[config.mk]
export PLATFORM = sky130hd
export DESIGN_NAME = nn_ratio_filter
export DESIGN_NICKNAME = d
export VERILOG_FILES = /design/src/rtl/nn_pkg.sv /design/src/rtl/nn_fifo.sv /design/src/rtl/nn_ratio_filter.sv
export SDC_FILE = /design/constraint.sdc
export NUM_CORES = 1
export LEC_CHECK = 0
export CORE_MARGIN = 2
export CORE_UTILIZATION = 25
export CTS_CLUSTER_DIAMETER = 30
export DETAILED_ROUTE_END_ITERATION = 8
export PLACE_DENSITY = 0.42
export SLEW_MARGIN = 20
export SYNTH_ARGS = -nofsm -noshare
export SYNTH_HDL_FRONTEND = slang
export SYNTH_SLANG_ARGS = --single-unit
export TNS_END_PERCENT = 5
[constraint.sdc]
create_clock -name s00_axis_aclk -period 3.35 [get_ports s00_axis_aclk]
set_input_delay 0.5025 -clock s00_axis_aclk [delete_from_list [all_inputs] [get_ports s00_axis_aclk]]
set_output_delay 0.5025 -clock s00_axis_aclk [all_outputs]
set_load 0.01 [all_outputs]
[src/rtl/nn_pkg.sv]
// Shared types and the Lowe ratio test used by the nearest-neighbour matcher
// and the ratio filter stages.
package nn_pkg;

  localparam int NUM_BITS   = 8;
  localparam int KEY_SIZE   = 4;
  localparam int DESC_BITS  = 8;
  localparam int COUNT_BITS = 16;

  typedef logic [DESC_BITS-1:0] corner_t;

  typedef struct packed {
    logic [KEY_SIZE-1:0] dist1;
    logic [KEY_SIZE-1:0] dist2;
    corner_t             a;
    corner_t             b;
  } match_t;

  localparam int MATCH_BITS = $bits(match_t);

  typedef enum logic {
    PASS,
    TRAILER
  } filt_state_t;

  // Product is formed at KEY_SIZE+2 bits so RATIO*dist1 cannot wrap for small ratios.
  function automatic logic lowe_accept(input match_t m, input int ratio, input int max_dist);
    logic [KEY_SIZE+1:0] d1_x;
    logic [KEY_SIZE+1:0] d2_x;
    logic [KEY_SIZE+1:0] lim;
    d1_x = {2'b00, m.dist1};
    d2_x = {2'b00, m.dist2};
    lim  = d1_x * (KEY_SIZE+2)'(ratio);
    return (int'(m.dist1) != NUM_BITS) && (int'(m.dist1) <= max_dist) && (d2_x >= lim);
  endfunction

endpackage

[src/rtl/nn_fifo.sv]
// Synchronous FIFO with a registered head word: the output register is loaded
// with whatever will be at the head after this cycle's push/pop.
module nn_fifo #(
  parameter int WIDTH = 33,
  parameter int DEPTH = 4
) (
  input  logic             clk,
  input  logic             rst,
  input  logic             push,
  input  logic [WIDTH-1:0] wdata,
  output logic             full,
  input  logic             pop,
  output logic             valid,
  output logic [WIDTH-1:0] rdata
);

  localparam int AW = (DEPTH > 1) ? $clog2(DEPTH) : 1;
  localparam int CW = $clog2(DEPTH + 1);

  logic [WIDTH-1:0] mem [DEPTH];
  logic [AW-1:0]    wr_ptr;
  logic [AW-1:0]    rd_ptr;
  logic [AW-1:0]    rd_next;
  logic [CW-1:0]    count;
  logic [CW-1:0]    count_next;
  logic             do_push;
  logic             do_pop;

  assign full       = (count == CW'(DEPTH));
  assign do_pop     = pop && valid;
  // A full FIFO still takes a word when the head leaves in the same cycle.
  assign do_push    = push && (!full || do_pop);
  assign rd_next    = rd_ptr + AW'(do_pop);
  assign count_next = count + CW'(do_push) - CW'(do_pop);

  // NOTE: storage has no reset; only pointers, count and the output registers need one.
  always_ff @(posedge clk) begin
    if (do_push) mem[wr_ptr] <= wdata;
  end

  always_ff @(posedge clk or posedge rst) begin
    if (rst) begin
      wr_ptr <= '0;
      rd_ptr <= '0;
      count  <= '0;
      valid  <= 1'b0;
      rdata  <= '0;
    end else begin
      if (do_push) wr_ptr <= wr_ptr + AW'(1);
      rd_ptr <= rd_next;
      count  <= count_next;
      valid  <= (count_next != '0);
      // The incoming word becomes the head only when it lands on the new read slot.
      if (count_next != '0) begin
        if (do_push && (wr_ptr == rd_next)) rdata <= wdata;
        else                                rdata <= mem[rd_next];
      end
    end
  end

endmodule

[src/rtl/nn_ratio_filter.sv]
// Lowe ratio filter: forwards accepted matches and closes every frame with a
// trailer word carrying the number of matches accepted in that frame.
module nn_ratio_filter
  import nn_pkg::*;
#(
  parameter int C_S00_AXIS_TDATA_WIDTH = 32,
  parameter int C_M00_AXIS_TDATA_WIDTH = 32,
  parameter int RATIO                  = 2,
  parameter int MAX_DIST               = 3,
  parameter int FIFO_DEPTH             = 4
) (
  input  logic                                s00_axis_aclk,
  input  logic                                s00_axis_areset,
  input  logic                                s00_axis_tvalid,
  input  logic                                s00_axis_tlast,
  input  logic [C_S00_AXIS_TDATA_WIDTH-1:0]   s00_axis_tdata,
  input  logic [C_S00_AXIS_TDATA_WIDTH/8-1:0] s00_axis_tstrb,
  output logic                                s00_axis_tready,
  input  logic                                m00_axis_tready,
  output logic                                m00_axis_tvalid,
  output logic                                m00_axis_tlast,
  output logic [C_M00_AXIS_TDATA_WIDTH-1:0]   m00_axis_tdata,
  output logic [C_M00_AXIS_TDATA_WIDTH/8-1:0] m00_axis_tstrb
);

  localparam int FIFO_W = C_M00_AXIS_TDATA_WIDTH + 1;

  filt_state_t           state;
  logic [COUNT_BITS-1:0] accept_cnt;
  match_t                beat;
  logic                  accept;
  logic                  in_fire;
  logic                  fifo_push;
  logic [FIFO_W-1:0]     fifo_wdata;
  logic                  fifo_full;
  logic                  fifo_valid;
  logic [FIFO_W-1:0]     fifo_rdata;
  logic                  unused_in;

  assign beat    = match_t'(s00_axis_tdata[MATCH_BITS-1:0]);
  assign accept  = lowe_accept(beat, RATIO, MAX_DIST);
  assign in_fire = s00_axis_tvalid && s00_axis_tready;

  assign s00_axis_tready = !s00_axis_areset && (state == PASS) && !fifo_full;
  assign unused_in       = ^{s00_axis_tstrb, s00_axis_tdata[C_S00_AXIS_TDATA_WIDTH-1:MATCH_BITS]};

  always_comb begin
    // NOTE: defaults first so no latch is inferred on the paths that do not push.
    fifo_push  = 1'b0;
    fifo_wdata = '0;
    if (state == PASS) begin
      fifo_push  = in_fire && accept;
      fifo_wdata = {1'b0, C_M00_AXIS_TDATA_WIDTH'(beat)};
    end else begin
      fifo_push  = !fifo_full;
      fifo_wdata = {1'b1, C_M00_AXIS_TDATA_WIDTH'({1'b1, 15'h0000, accept_cnt})};
    end
  end

  always_ff @(posedge s00_axis_aclk or posedge s00_axis_areset) begin
    if (s00_axis_areset) begin
      state      <= PASS;
      accept_cnt <= '0;
    end else begin
      case (state)
        PASS: begin
          if (in_fire) begin
            if (accept && (accept_cnt != '1)) accept_cnt <= accept_cnt + 1'b1;
            if (s00_axis_tlast) state <= TRAILER;
          end
        end
        TRAILER: begin
          // The counter already includes the tlast beat by the time we get here.
          if (!fifo_full) begin
            accept_cnt <= '0;
            state      <= PASS;
          end
        end
        default: state <= PASS;
      endcase
    end
  end

  nn_fifo #(
    .WIDTH (FIFO_W),
    .DEPTH (FIFO_DEPTH)
  ) u_fifo (
    .clk   (s00_axis_aclk),
    .rst   (s00_axis_areset),
    .push  (fifo_push),
    .wdata (fifo_wdata),
    .full  (fifo_full),
    .pop   (m00_axis_tready),
    .valid (fifo_valid),
    .rdata (fifo_rdata)
  );

  assign m00_axis_tvalid = fifo_valid;
  assign m00_axis_tlast  = fifo_rdata[FIFO_W-1];
  assign m00_axis_tdata  = fifo_rdata[C_M00_AXIS_TDATA_WIDTH-1:0];
  assign m00_axis_tstrb  = '1;

endmodule

== Yosys cells after proc, flatten, opt, wreduce, memory -nomap -nowiden ==
Memory sizes are Yosys's and may differ from the RTL's. A register that Yosys moved wholly into a read port is not among the register bits.
Index checks and enable logic that the tools add are counted.
Operators by class
  add/sub/neg operators: 5
  magnitude comparators: 2
  eq/ne operators: 6
  mux-type cells: 12
  bitwise gates (word level): 1
  reductions and logical operators: 14
Operators by type and width (count)
  16-bit two-way mux: 3
  33-bit two-way mux: 1
  16-bit case mux with 2 select lines: 1
  16-bit by 1-bit adder with 16-bit output (second input constant): 1
  16-bit != test (second input constant): 1
  1-bit logical AND: 9
  1-bit two-way mux: 6
  4-bit by 5-bit >= comparator with 1-bit output: 1
  4-bit by 2-bit less-or-equal comparator with 1-bit output (second input constant): 1
  2-bit != test (second input constant): 2
  4-bit != test (second input constant): 1
  3-bit by 1-bit adder with 3-bit output: 1
  3-bit == test (second input constant): 1
  3-bit AND reduction: 1
  3-bit nonzero test: 1
  3-bit by 1-bit subtractor with 3-bit output: 1
  2-bit by 1-bit adder with 2-bit output: 1
  2-bit by 1-bit adder with 2-bit output (second input constant): 1
  1-bit logical NOT: 2
  2-bit by 1-bit != test with 1-bit output (second input constant): 1
  1-bit case mux with 2 select lines: 1
  1-bit logical OR: 1
  1-bit NOT: 1
Storage, ports and cells
  register bits: 25
  RAM bits: 132
  bits of input ports: 41
  output and inout bits: 39
  memories: 1
Memories
  u_fifo.mem: depth 4, bits a word 33, rd ports 1, clocked after Yosys merged registers in 1, write ports 1, line nn_fifo.sv:20  | logic [WIDTH-1:0] mem [DEPTH];

== Longest topological paths before layout ==
Gate-level depths: netlist of run 1.
  depth after elaboration: 10
  mapped depth: 16
  depth with buffers taken out: 14

== Hierarchy ==
Synthesis of run 1 repeated with hierarchy kept, for this count alone.
Second synthesis, totals
  cell total of the unflattened synthesis: 651
  area, all modules: 9092.5 um2
Modules (own cells, without submodules)
  nn_fifo: instances 1, cells each 479, area an instance 7656.1 um2, sequential area each 4989.8 um2
  nn_ratio_filter: instances 1, cells each 172, area an instance 1436.4 um2, sequential area each 425.4 um2

== Least setup slack after synthesis of run 1 ==
Ideal clock, no wire load.
  kind: input -> register
  from: input port s00_axis_tdata[21]
  to: register u_fifo.rdata[14], read port of u_fifo.mem
  setup time: 0.125 ns
  arrival: 3.039 ns
  required time: 3.225 ns
  path slack: 0.186 ns
  cell stages on the path: 16
  path buffers: 2
  path through: inv_1 -> ha_1 -> o21ai_0 -> a31oi_1 -> o211ai_2 -> inv_2 -> buf_2 -> ha_1 -> fa_1 -> xnor3_1 -> nor3_4 -> inv_2 -> clkbuf_1 -> and3_1 -> a21oi_1 -> nand3_1
Between the ends
  cells in the longest elaborated chain, start to end: 9
  elaborated cells on any way between the ends: 11
RTL lines
  from (decl): line nn_ratio_filter.sv:16  | input logic [C_S00_AXIS_TDATA_WIDTH-1:0] s00_axis_tdata,
  4-bit by 2-bit less-or-equal comparator with 1-bit output or 4-bit != test (tied branches): line nn_pkg.sv:34  | return (int'(m.dist1) != NUM_BITS) && (int'(m.dist1) <= max_dist) && (d2_x >= lim);
  1-bit logical AND: line nn_pkg.sv:34
  1-bit logical AND (*): line nn_pkg.sv:34
  1-bit logical AND (*): line nn_ratio_filter.sv:52  | fifo_push = in_fire && accept;
  1-bit two-way mux (*): line nn_ratio_filter.sv:51  | if (state == PASS) begin
  1-bit logical AND (*): line nn_fifo.sv:32  | assign do_push = push && (!full || do_pop);
  via u_fifo.do_push: line nn_fifo.sv:26  | logic do_push;
  3-bit by 1-bit adder with 3-bit output (*): line nn_fifo.sv:34  | assign count_next = count + CW'(do_push) - CW'(do_pop);
  3-bit by 1-bit subtractor with 3-bit output (*): line nn_fifo.sv:34
  via u_fifo.count_next[2]: line nn_fifo.sv:25  | logic [CW-1:0] count_next;
  3-bit nonzero test (*): line nn_fifo.sv:54  | if (count_next != '0) begin
  to (decl): line nn_fifo.sv:14  | output logic [WIDTH-1:0] rdata
The timed path passes the listed nets; every way through them passes the cells marked *.
A chain may end at the register's enable or synchronous reset.

== Worst setup path after layout of run 1 ==
  from: register u_fifo.count[0]
  to: register u_fifo.rdata[7], read port of u_fifo.mem
Between the ends
  cells in the longest elaborated chain, start to end: 10
  elaborated cells on any way between the ends: 11
RTL lines
  from (decl): line nn_fifo.sv:24  | logic [CW-1:0] count;
  from (signal assigned): line nn_fifo.sv:51  | count <= count_next;
  3-bit == test: line nn_fifo.sv:29  | assign full = (count == CW'(DEPTH));
  1-bit logical NOT: line nn_fifo.sv:32, nn_ratio_filter.sv:44, nn_ratio_filter.sv:55
  1-bit logical AND: line nn_ratio_filter.sv:44  | assign s00_axis_tready = !s00_axis_areset && (state == PASS) && !fifo_full;
  1-bit logical AND: line nn_ratio_filter.sv:42  | assign in_fire = s00_axis_tvalid && s00_axis_tready;
  1-bit logical AND: line nn_ratio_filter.sv:52
  1-bit two-way mux: line nn_ratio_filter.sv:51
  1-bit logical AND: line nn_fifo.sv:32
  3-bit by 1-bit adder with 3-bit output (*): line nn_fifo.sv:34
  3-bit by 1-bit subtractor with 3-bit output (*): line nn_fifo.sv:34
  via u_fifo.count_next[2]: line nn_fifo.sv:25
  3-bit nonzero test (*): line nn_fifo.sv:54
Marked as above.

==> results of run 1 <==
placed cells by master, fill, tap and decap left out, drive strengths merged, types with 10 or more instances in the layout:
cell and instances:
nand3 27, a211o 19, and3 17, dfrtp 50, buf 45, mux2 16, mux4 25, o21ai 11
nand4 19, edfxtp 100, ha 11, clkdlybuf4s50 50, inv 22, clkbuf 22, a21oi 25, nor2 10
conb 11, nand2 48
where the power goes:
group	switching, W	internal (W)	total (W)
Sequential	0.000192	0.00232	0.00252
Clock	0.000785	0.00121	0.00200
Combinational	0.00196	0.00200	0.00397
Total	0.00294	0.00554	0.00848
routing by layer:
layer,part of all wire [%],up-vias
met4,0.64,0
met5,0,-
li1,-,2177
met2,52,126
met1,44,2430
met3,4.1,9
cells by family after synthesis:
family	count (synthesis)	share of synthesized area, %
XOR/XNOR	5	1.11
multiplexers	42	10.6
flip-flops	150	60.0
AND/OR/NAND/NOR	164	12.7
AO/OA/AOI/OAI	87	8.75
adder cells (fa/ha/maj)	12	2.22
buffers and inverters	64	4.50
other	2	0.106
sequential cells by signal, summed over array words and instances (netlist names):
name,count
u_fifo.count,3
u_fifo.wr_ptr,2
u_fifo.valid,1
u_fifo.rd_ptr,2
u_fifo.mem,100
state,1
u_fifo.rdata,25
accept_cnt,16
final timing paths:
check / start / to / slack [ns] / cells after the start
setup / recovery: u_fifo.count[0] / u_fifo.rdata[7] / 0.16 / 14
hold / removal: s00_axis_tdata[21] / u_fifo.rdata[21] / 0.42 / 3
setup reg to reg: u_fifo.count[0] / u_fifo.rdata[7] / 0.16 / 14
hold reg to reg: u_fifo.rdata[21] / u_fifo.rdata[21] / 0.49 / 2
max in group asynchronous: s00_axis_areset / u_fifo.rdata[10] / 2.47 / 4
min in group asynchronous: s00_axis_areset / u_fifo.rdata[16] / 0.61 / 4
layout make-up:
cell class,instances,share of cell area (%)
sequential,150,46.6
multi-input combinational,321,28.4
timing repair buffer,101,12.1
clock buffer,22,5.79
tap,378,5.18
clock inverter,10,1.11
inverter,19,0.836
through the flow:
step | setup TNS, ns | power [W] | utilization (%) | setup WS, ns
after global placement | -8.59 | 0.00608 | 29.8 | -0.391
after detailed placement | -9.76 | 0.00615 | 29.8 | -0.473
after floorplan | 0 | 0.00490 | - | 0.186
after global routing | 0 | 0.00905 | 32.8 | 0.00326
after CTS | 0 | 0.00848 | 32.5 | 0.00594
final | 0 | 0.00848 | 32.8 | 0.164
timing repair:
item                                    4_1_cts  5_1_grt
endpoints found under the setup margin        1       23
buffers inserted                              1        4
gates cloned                                  3        0
endpoints found under the hold margin         0        0
pin swaps                                     2        5
gates resized for setup                      10       16
critical path, cell delays in order, from the launching register on:
cell,delay [ns]
dfrtp_1,0.41
or3b_4,0.41
a41o_1,0.23
o211ai_2,0.10
inv_2,0.06
ha_2,0.19
fa_2,0.35
xnor3_2,0.26
nor3_4,0.27
clkinv_4,0.22
buf_12,0.19
buf_4,0.14
nand2_1,0.06
a211o_1,0.12
nand3_2,0.06
==> qor.yml, run 1 <==
insertion_delay_ns: 0.42
clock_tree.buffer_depth: 2
met3_usage_pct: 1.81
fp.dieArea_sq_um: 29700
rsz0062_at_grt: "no"
synthCells: 526
hpwl_mm: 11.5
rows: 61
viasPerCell: 4.74
final-max-slew-violation-count: 0
grtUsageTotal_pct: 13.1
vias: 4742
ios: 80
vdd_drop_max_v: 0.000377
fin_nets: 663
crit_required_ns: 3.66
synth_most_common_cell: "edfxtp_1"
synth_area_sq_um: 7100
status: "complete, no violations"
place_area_sq_um: 8310
stdcell_count: 1001
cts_buffers: 17
routed_wl_mm: 18.6
hold_buffers: 0
synth_common_cells: "100 x edfxtp_1, 50 x dfrtp_1, 48 x nand2_1, 27 x nand3_1"
fin_crit_sh_pct: 95.1
dp_cells: 961
dr.first_iter.drc_count: 354
firstDrtPassIters: 7
diodes: 0
leakagePower_nw: 3.44
hold_viol_final: 0
met2_usage_pct: 22.2
fin_worst_skew_ns: 0.00942
grt_max_degree: 51
report.final.setup_viol: 0
core_area_sq_um: 27900
met1_usage_pct: 17.4
seq_area_sq_um: 4250
startpoint_type: "register"
num-fill-cells: 2740
start_util_pct: 25.5
slew_headroom_pct: 65.4
post-route-min-period_ns: 3.19
drive_gt1_share_pct: 22.6
antenna_found_initial: 0
synth_edf_count: 100
routabilityCongestion: 0.745
multi_input_comb_area_sq_um: 2590
yosys.area.top_type: "edfxtp_1"
powerDensity_nw_per_um2: 928
yosysSeqAreaShare_pct: 60.0
die_y_microns: 172
cts-htree-levels: 4
synth_warnings: 0
antenna_left: 0
clock_sinks: 150
die_w_microns: 172
synth.top_cell.area_share_pct: 42.3
crit_arrival_ns: 3.49
io_buffers: 56
cts_tree: "yes"
overflow: 0
fmax_ghz: 0.314
synth_area_per_cell_sq_um: 13.5
maxCapViolations: 0
clkTransAtPathRegs_ns: 0.06
ys_seq_elements: 150
dominantRegCellSynth: "edfxtp_1"
grt_pass1_wl_mm: 28.8
ys_async_sr_fraction_pct: 33.3
timing.hold.ws_ns: 0.421
cp_max_fo: 6
cts_root_buffer: "clkbuf_16"
wl_per_cell_microns: 18.6
stdcell_area_sq_um: 9140
grt_busiest_layer: "met2"
synth_area_leaders: "edfxtp_1 42%, dfrtp_1 18%, mux4_2 7.9%, mux2_2 2.5%, nand2_1 2.5%"
end_kind: "register"
ys_types: 54
worst_slew_pin_slew_ns: 0.519
route.detailed.drc: 0
area_growth_pct: 28.7
grt_pass1_vias: 4915
critPathKind: "register to register"
hp-class: "primary input to register"
Power figures use the tool's default switching activity.
==> run 2: changes to the inputs <==
- GPL_TIMING_DRIVEN: not set -> 0
==> run 2 against run 1 <==
Compared with the run above:
- utilization fell by 0.18 points
- non-clock buffer count up 13
- design area fell by 0.55%
- largest power group unchanged
- highest routed layer unchanged
==> qor.yml, run 2 (same netlist as run 1, synthesis figures left out) <==
stdcell_count: 1014  # +1.3%
largest_register: "u_fifo.mem"
end_kind: "register"
post-route-min-period_ns: 3.19  # +0.00229 ns
hpwl_mm: 14.5  # +26%
clock_tree.buffer_depth: 2  # unchanged
antenna_found_initial: 0  # unchanged
fin_ws_ns: 0.161  # -0.00229 ns
routed_wl_mm: 20.2  # +8.3%
critical_path_buf_inv_count: 2  # -2
wl_met2_mm: 10.5  # +8.6%
swShare_pct: 36.7  # +2.1 points
die_y_microns: 172  # unchanged
dr.first_iter.drc_count: 275  # -22%
p_seq_share_pct: 30.2  # +0.5 points
largest_register_ffs: 100  # unchanged
fin_worst_skew_ns: 0.0123  # +0.00284 ns
power_w: 0.00839  # -1.1%
fin_nets: 676  # +2.0%
fin_util_pct: 32.6  # -0.18 points
antenna_left: 0  # unchanged
core_area_sq_um: 27900  # unchanged
area_growth_pct: 28.0
most-common-layout-cells: "100 x edfxtp_1, 50 x clkdlybuf4s50_1, 49 x dfrtp_1, 48 x nand2_1, 28 x buf_4"
report.final.setup_viol: 0  # unchanged
final_common_cell: "edfxtp_1"
met1_length_mm: 8.83  # +8.6%
cts-htree-levels: 4  # unchanged
cp_slowest_cell: "or3b_4"
insertion_delay_ns: 0.42  # about the same
rsz0062_at_grt: "no"
start_util_pct: 25.5  # unchanged
top_layer: "met4"
dp_cells: 973  # +1.2%
overflow: 0  # unchanged
grtUsageTotal_pct: 14.0  # +0.84 points
leakagePower_nw: 3.37  # -1.9%
cp_max_fo: 4  # -2
vias: 4785  # +0.91%
p_comb_share_pct: 45.9  # -0.9 points
crit_required_ns: 3.68  # +0.02 ns
timing.hold.ws_ns: 0.492  # +0.0709 ns
cts_buffers: 17  # unchanged
powerDensity_nw_per_um2: 923  # -0.56%
fp.dieArea_sq_um: 29700  # unchanged
worstPathCellList: "or3b_4, a41o_1, o211ai_4, inv_4, ha_4, fa_2, xnor3_2, nor3_4, buf_4, nor3_1, o211ai_1, o311ai_1"
maxCapViolations: 0  # unchanged
wl_per_cell_microns: 19.9  # +6.9%
clock_sinks: 150  # unchanged
fmax_ghz: 0.314  # about the same
met3_length_microns: 643  # -15%
routabilityCongestion: 0.760  # +2.0%
grt_pass1_wl_mm: 30.3  # +5.3%
startpoint_type: "register"
hold_viol_final: 0  # unchanged
grt_max_degree: 51  # unchanged
grt_pass1_vias: 4966  # +1.0%
critPathKind: "register to register"
slew_headroom_pct: 47.5  # -18 points
cts_tree: "yes"
clkTransAtPathRegs_ns: 0.07  # about the same
p_int_w: 0.00531  # -4.2%
worstSetupStartpoint: "u_fifo.count[1]"
path_delay_family: "simple AND/OR/NAND/NOR gates"
hp-class: "register to register"
drive_gt1_share_pct: 23.3  # +0.64 points
r2r-start: "u_fifo.count[1]"
firstDrtPassIters: 5  # -2
fin_crit_sh_pct: 95.2  # about the same
vdd_drop_max_v: 0.000309  # -18%
io_buffers: 56  # unchanged
diodes: 0  # unchanged
rows: 61  # unchanged
crit_arrival_ns: 3.51  # +0.02 ns
route.detailed.drc: 0  # unchanged
hold_buffers: 0  # unchanged
place_ws_ns: -1.22  # -0.745 ns
cts_root_buffer: "clkbuf_16"
status: "complete, no violations"
hp-start: "u_fifo.rdata[23]"
die_w_microns: 172  # unchanged
final-max-slew-violation-count: 0  # unchanged
p_switching_w: 0.00308  # +4.8%
ios: 80  # unchanged
worst_slew_pin_slew_ns: 0.785  # +0.266 ns
clkPwrFrac_pct: 23.9  # +0.3 points
largestRegisters: "u_fifo.mem (100), u_fifo.rdata (25), accept_cnt (16)"
num-fill-cells: 2745  # +0.18%
viasPerCell: 4.72  # -0.39%
crit_path_max_incr_delay_ns: 0.44  # +0.03 ns
==> run 2: final timing paths <==
path,endpoint,slack [ns],cells after the start
worst min register to register,u_fifo.rdata[23],0.49,2
worst max register to register,u_fifo.rdata[21],0.16,12
worst max-delay path,u_fifo.rdata[21],0.16,12
worst min-delay path,u_fifo.rdata[23],0.49,2
min in group asynchronous,u_fifo.count[1],0.67,2
max in group asynchronous,state,2.18,2
==> run 2: power by group through the flow <==
stage	Clock (W)	Sequential (W)	Combinational (W)
6_report	0.00200	0.00253	0.00385
5_1_grt	0.00212	0.00257	0.00417
4_1_cts	0.00204	0.00253	0.00386
3_5_place_dp	0	0.00257	0.00361
3_3_place_gp	0	0.00256	0.00350
2_1_floorplan	0	0.00257	0.00233
==> run 2: final cells by class <==
class                      instances  area (sq um)  area share, %
clock inverter                    15           193           2.12
inverter                          19          78.8          0.868
timing repair buffer              70           748           8.24
clock buffer                      17           425           4.68
sequential                       150          4260           46.8
multi-input combinational        321          2630           28.9
tap                              378           473           5.21
buffer                            44           285           3.14
==> run 2: tightest hold or removal path: cells and delay by family, from the launching register on <==
family	cells	cell delay, ns
AND/OR/NAND/NOR	1	0.05
flip-flops	1	0.35
AO/OA/AOI/OAI	1	0.06
==> run 2: per-stage QoR <==
| stage | area, sq um | setup TNS, ns |
|---|---|---|
| 5_1_grt | 9080 | 0 |
| 4_1_cts | 9050 | 0 |
| 2_1_floorplan | 7130 | 0 |
| 6_report | 9080 | 0 |
| 3_5_place_dp | 8280 | -41.60 |
| 3_3_place_gp | 8160 | -106.34 |
==> run 2: repair_timing <==
item	4_1_cts	5_1_grt
gates resized for setup	36	6
setup buffers	7	2
gates cloned	1	0
pin swaps	4	3
endpoints found under the setup margin	26	25
==> run 2: metal layers <==
| layer | GRT usage, % | up-vias |
|---|---|---|
| met4 | 4.31 | 0 |
| met2 | 24.6 | 100 |
| met3 | 2.29 | 17 |
| met5 | 0 | - |
| met1 | 17.5 | 2469 |
| li1 | - | 2199 |
==> run 3: changes to the inputs <==
- CORE_ASPECT_RATIO: not set -> 1.1
==> run 3 against run 2 <==
Compared with the run above:
- die area barely moved
- register-to-register slack barely moved
- setup slack got worse by 0.024 ns
- wire length fell by 1.7%
- combinational power fell by 3%
- global-route usage barely moved
- largest cell class unchanged
- sequential power barely moved
- critical path depth rose by 3
- critical endpoint is now u_fifo.rdata[9]
==> qor.yml, run 3 (same netlist as run 1, synthesis figures left out) <==
status: "complete, no violations"
fin_worst_skew_ns: 0.00905  # -0.00321 ns
largest_register_ffs: 100  # unchanged
powerDensity_nw_per_um2: 923  # about the same
worstPathCellList: "dlygate4sd2_1, ha_1, o21ai_2, a31oi_4, o211ai_4, inv_4, ha_2, fa_2, xnor3_1, nor3_4, inv_4, buf_4, and3_1, a21oi_1, nand3_1"
largestRegisters: "u_fifo.mem (100), u_fifo.rdata (25), accept_cnt (16)"
rows: 64  # +4.9%
dr.first_iter.drc_count: 427  # +55%
die_y_microns: 181  # +4.8%
r2r-start: "u_fifo.count[1]"
critPathKind: "primary input to register"
cts_tree: "yes"
report.final.setup_viol: 0  # unchanged
fin_nets: 674  # -0.30%
cts-htree-levels: 4  # unchanged
stdcell_area_sq_um: 9080  # about the same
area_growth_pct: 28.0  # about the same
start_util_pct: 25.5  # about the same
cp_max_fo: 7  # +3
largest_register: "u_fifo.mem"
wl_per_cell_microns: 19.9  # about the same
slew_headroom_pct: 47.1  # -0.36 points
fmax_ghz: 0.311  # -0.76%
timing.hold.ws_ns: 0.432  # -0.0598 ns
crit_top_cell: "inv_4"
die_w_microns: 165  # -4.5%
fin_ws_ns: 0.137  # -0.0243 ns
hold_viol_final: 0  # unchanged
core_area_sq_um: 27900  # about the same
grt_pass1_vias: 5037  # +1.4%
routed_wl_mm: 19.8  # -1.7%
grt_pass1_wl_mm: 30.6  # +1.2%
rsz0062_at_grt: "no"
hpwl_mm: 14.2  # -1.9%
critical_path_buf_inv_count: 4  # +2
overflow: 0  # unchanged
viasPerCell: 4.80  # +1.7%
routabilityCongestion: 0.756  # -0.43%
place_area_sq_um: 8290  # +0.11%
worst_slew_pin_slew_ns: 0.790  # +0.00534 ns
worstSetupStartpoint: "s00_axis_tdata[18]"
grt_max_degree: 45  # -12%
final_common_cell: "edfxtp_1"
insertion_delay_ns: 0.42  # about the same
most-common-layout-cells: "100 x edfxtp_1, 50 x clkdlybuf4s50_1, 48 x nand2_1, 47 x dfrtp_1, 27 x nand3_1"
startpoint_type: "primary input"
antenna_found_initial: 0  # unchanged
vias: 4783  # -0.042%
diodes: 0  # unchanged
cts_root_buffer: "clkbuf_16"
hp-class: "primary input to async pin"
io_buffers: 56  # unchanged
final-max-slew-violation-count: 0  # unchanged
clock_sinks: 150  # unchanged
crit_required_ns: 3.66  # -0.02 ns
clock_tree.buffer_depth: 2  # unchanged
antenna_left: 0  # unchanged
fin_crit_sh_pct: 95.9  # +0.73 points
crit_path_max_incr_delay_ns: 0.33  # -0.11 ns
maxCapViolations: 0  # unchanged
crit_arrival_ns: 3.52  # about the same
end_kind: "register"
ios: 80  # unchanged
path_delay_family: "adder cells"
post-route-min-period_ns: 3.21  # +0.0243 ns
drive_gt1_share_pct: 23.2  # -0.084 points
power_w: 0.00839  # about the same
leakagePower_nw: 3.38  # +0.25%
fp.dieArea_sq_um: 29700  # about the same
route.detailed.drc: 0  # unchanged
place_ws_ns: -1.24  # -0.0184 ns
vdd_drop_max_v: 0.000373  # +21%
r2r_slack_ns: 0.15  # about the same
clkTransAtPathRegs_ns: 0.07  # about the same
cts_buffers: 17  # unchanged
cp_slowest_cell: "fa_2"
grtUsageTotal_pct: 14.0  # about the same
firstDrtPassIters: 4  # -1
-- run 3: changes by cell type in the layout (fill, tap and decap cells not counted), moves of 2 or more --
cell	change
buf_4	-2
clkbuf_4	-2
clkinv_4	-3
clkinvlp_4	-2
dfrtp_1	-2
dfrtp_2	+2
inv_8	+5
-- run 3: path summary, 6_finish.rpt --
check,endpoint,cells past startpoint
setup / recovery,u_fifo.rdata[9],15
hold / removal,u_fifo.rdata[16],2
setup reg to reg,u_fifo.rdata[9],13
hold reg to reg,u_fifo.rdata[17],2
max in group asynchronous,u_fifo.rdata[12],3
min in group s00_axis_aclk,u_fifo.rdata[17],2
-- run 3: stage by stage --
step / setup TNS (ns) / instances / util (%)
floorplan: 0 / 535 / -
global placement: -114.40 / 954 / 29.2
detailed placement: -41.41 / 959 / 29.7
CTS: 0 / 994 / 32.5
global route: 0 / 997 / 32.6
finish: 0 / 997 / 32.6
-- run 3: metal layers --
layer	part of all wire (%)	track usage, %	wire (microns)	vias up
li1	-	-	-	2197
met1	43	17.9	8500	2443
met2	52	23.5	10200	122
met3	3.8	2.55	755	21
met4	1.8	4.87	361	0
met5	0	0	0	-
-- run 3: layout make-up --
type / count / area, sq um
Fill cell: 2783 / 18800
Sequential cell: 150 / 4260
Multi-Input combinational cell: 321 / 2620
Timing Repair Buffer: 68 / 743
Tap cell: 363 / 454
Clock buffer: 17 / 425
Buffer: 44 / 277
Clock inverter: 15 / 229
Inverter: 19 / 78.8
-- run 3: repair_timing --
item / in CTS / in global routing
setup buffers: 3 / 3
hold buffers: 0 / 0
endpoints found under the hold margin: 0 / 0
pin swaps: 4 / 4
endpoints found under the setup margin: 26 / 25
gates resized for setup: 31 / 9
cloned: 1 / 0
-- run 3: where the power goes --
part           switching, W  internal [W]  total, W
Clock              0.000835       0.00129   0.00212
Sequential         0.000205       0.00233   0.00253
Combinational       0.00201       0.00172   0.00373
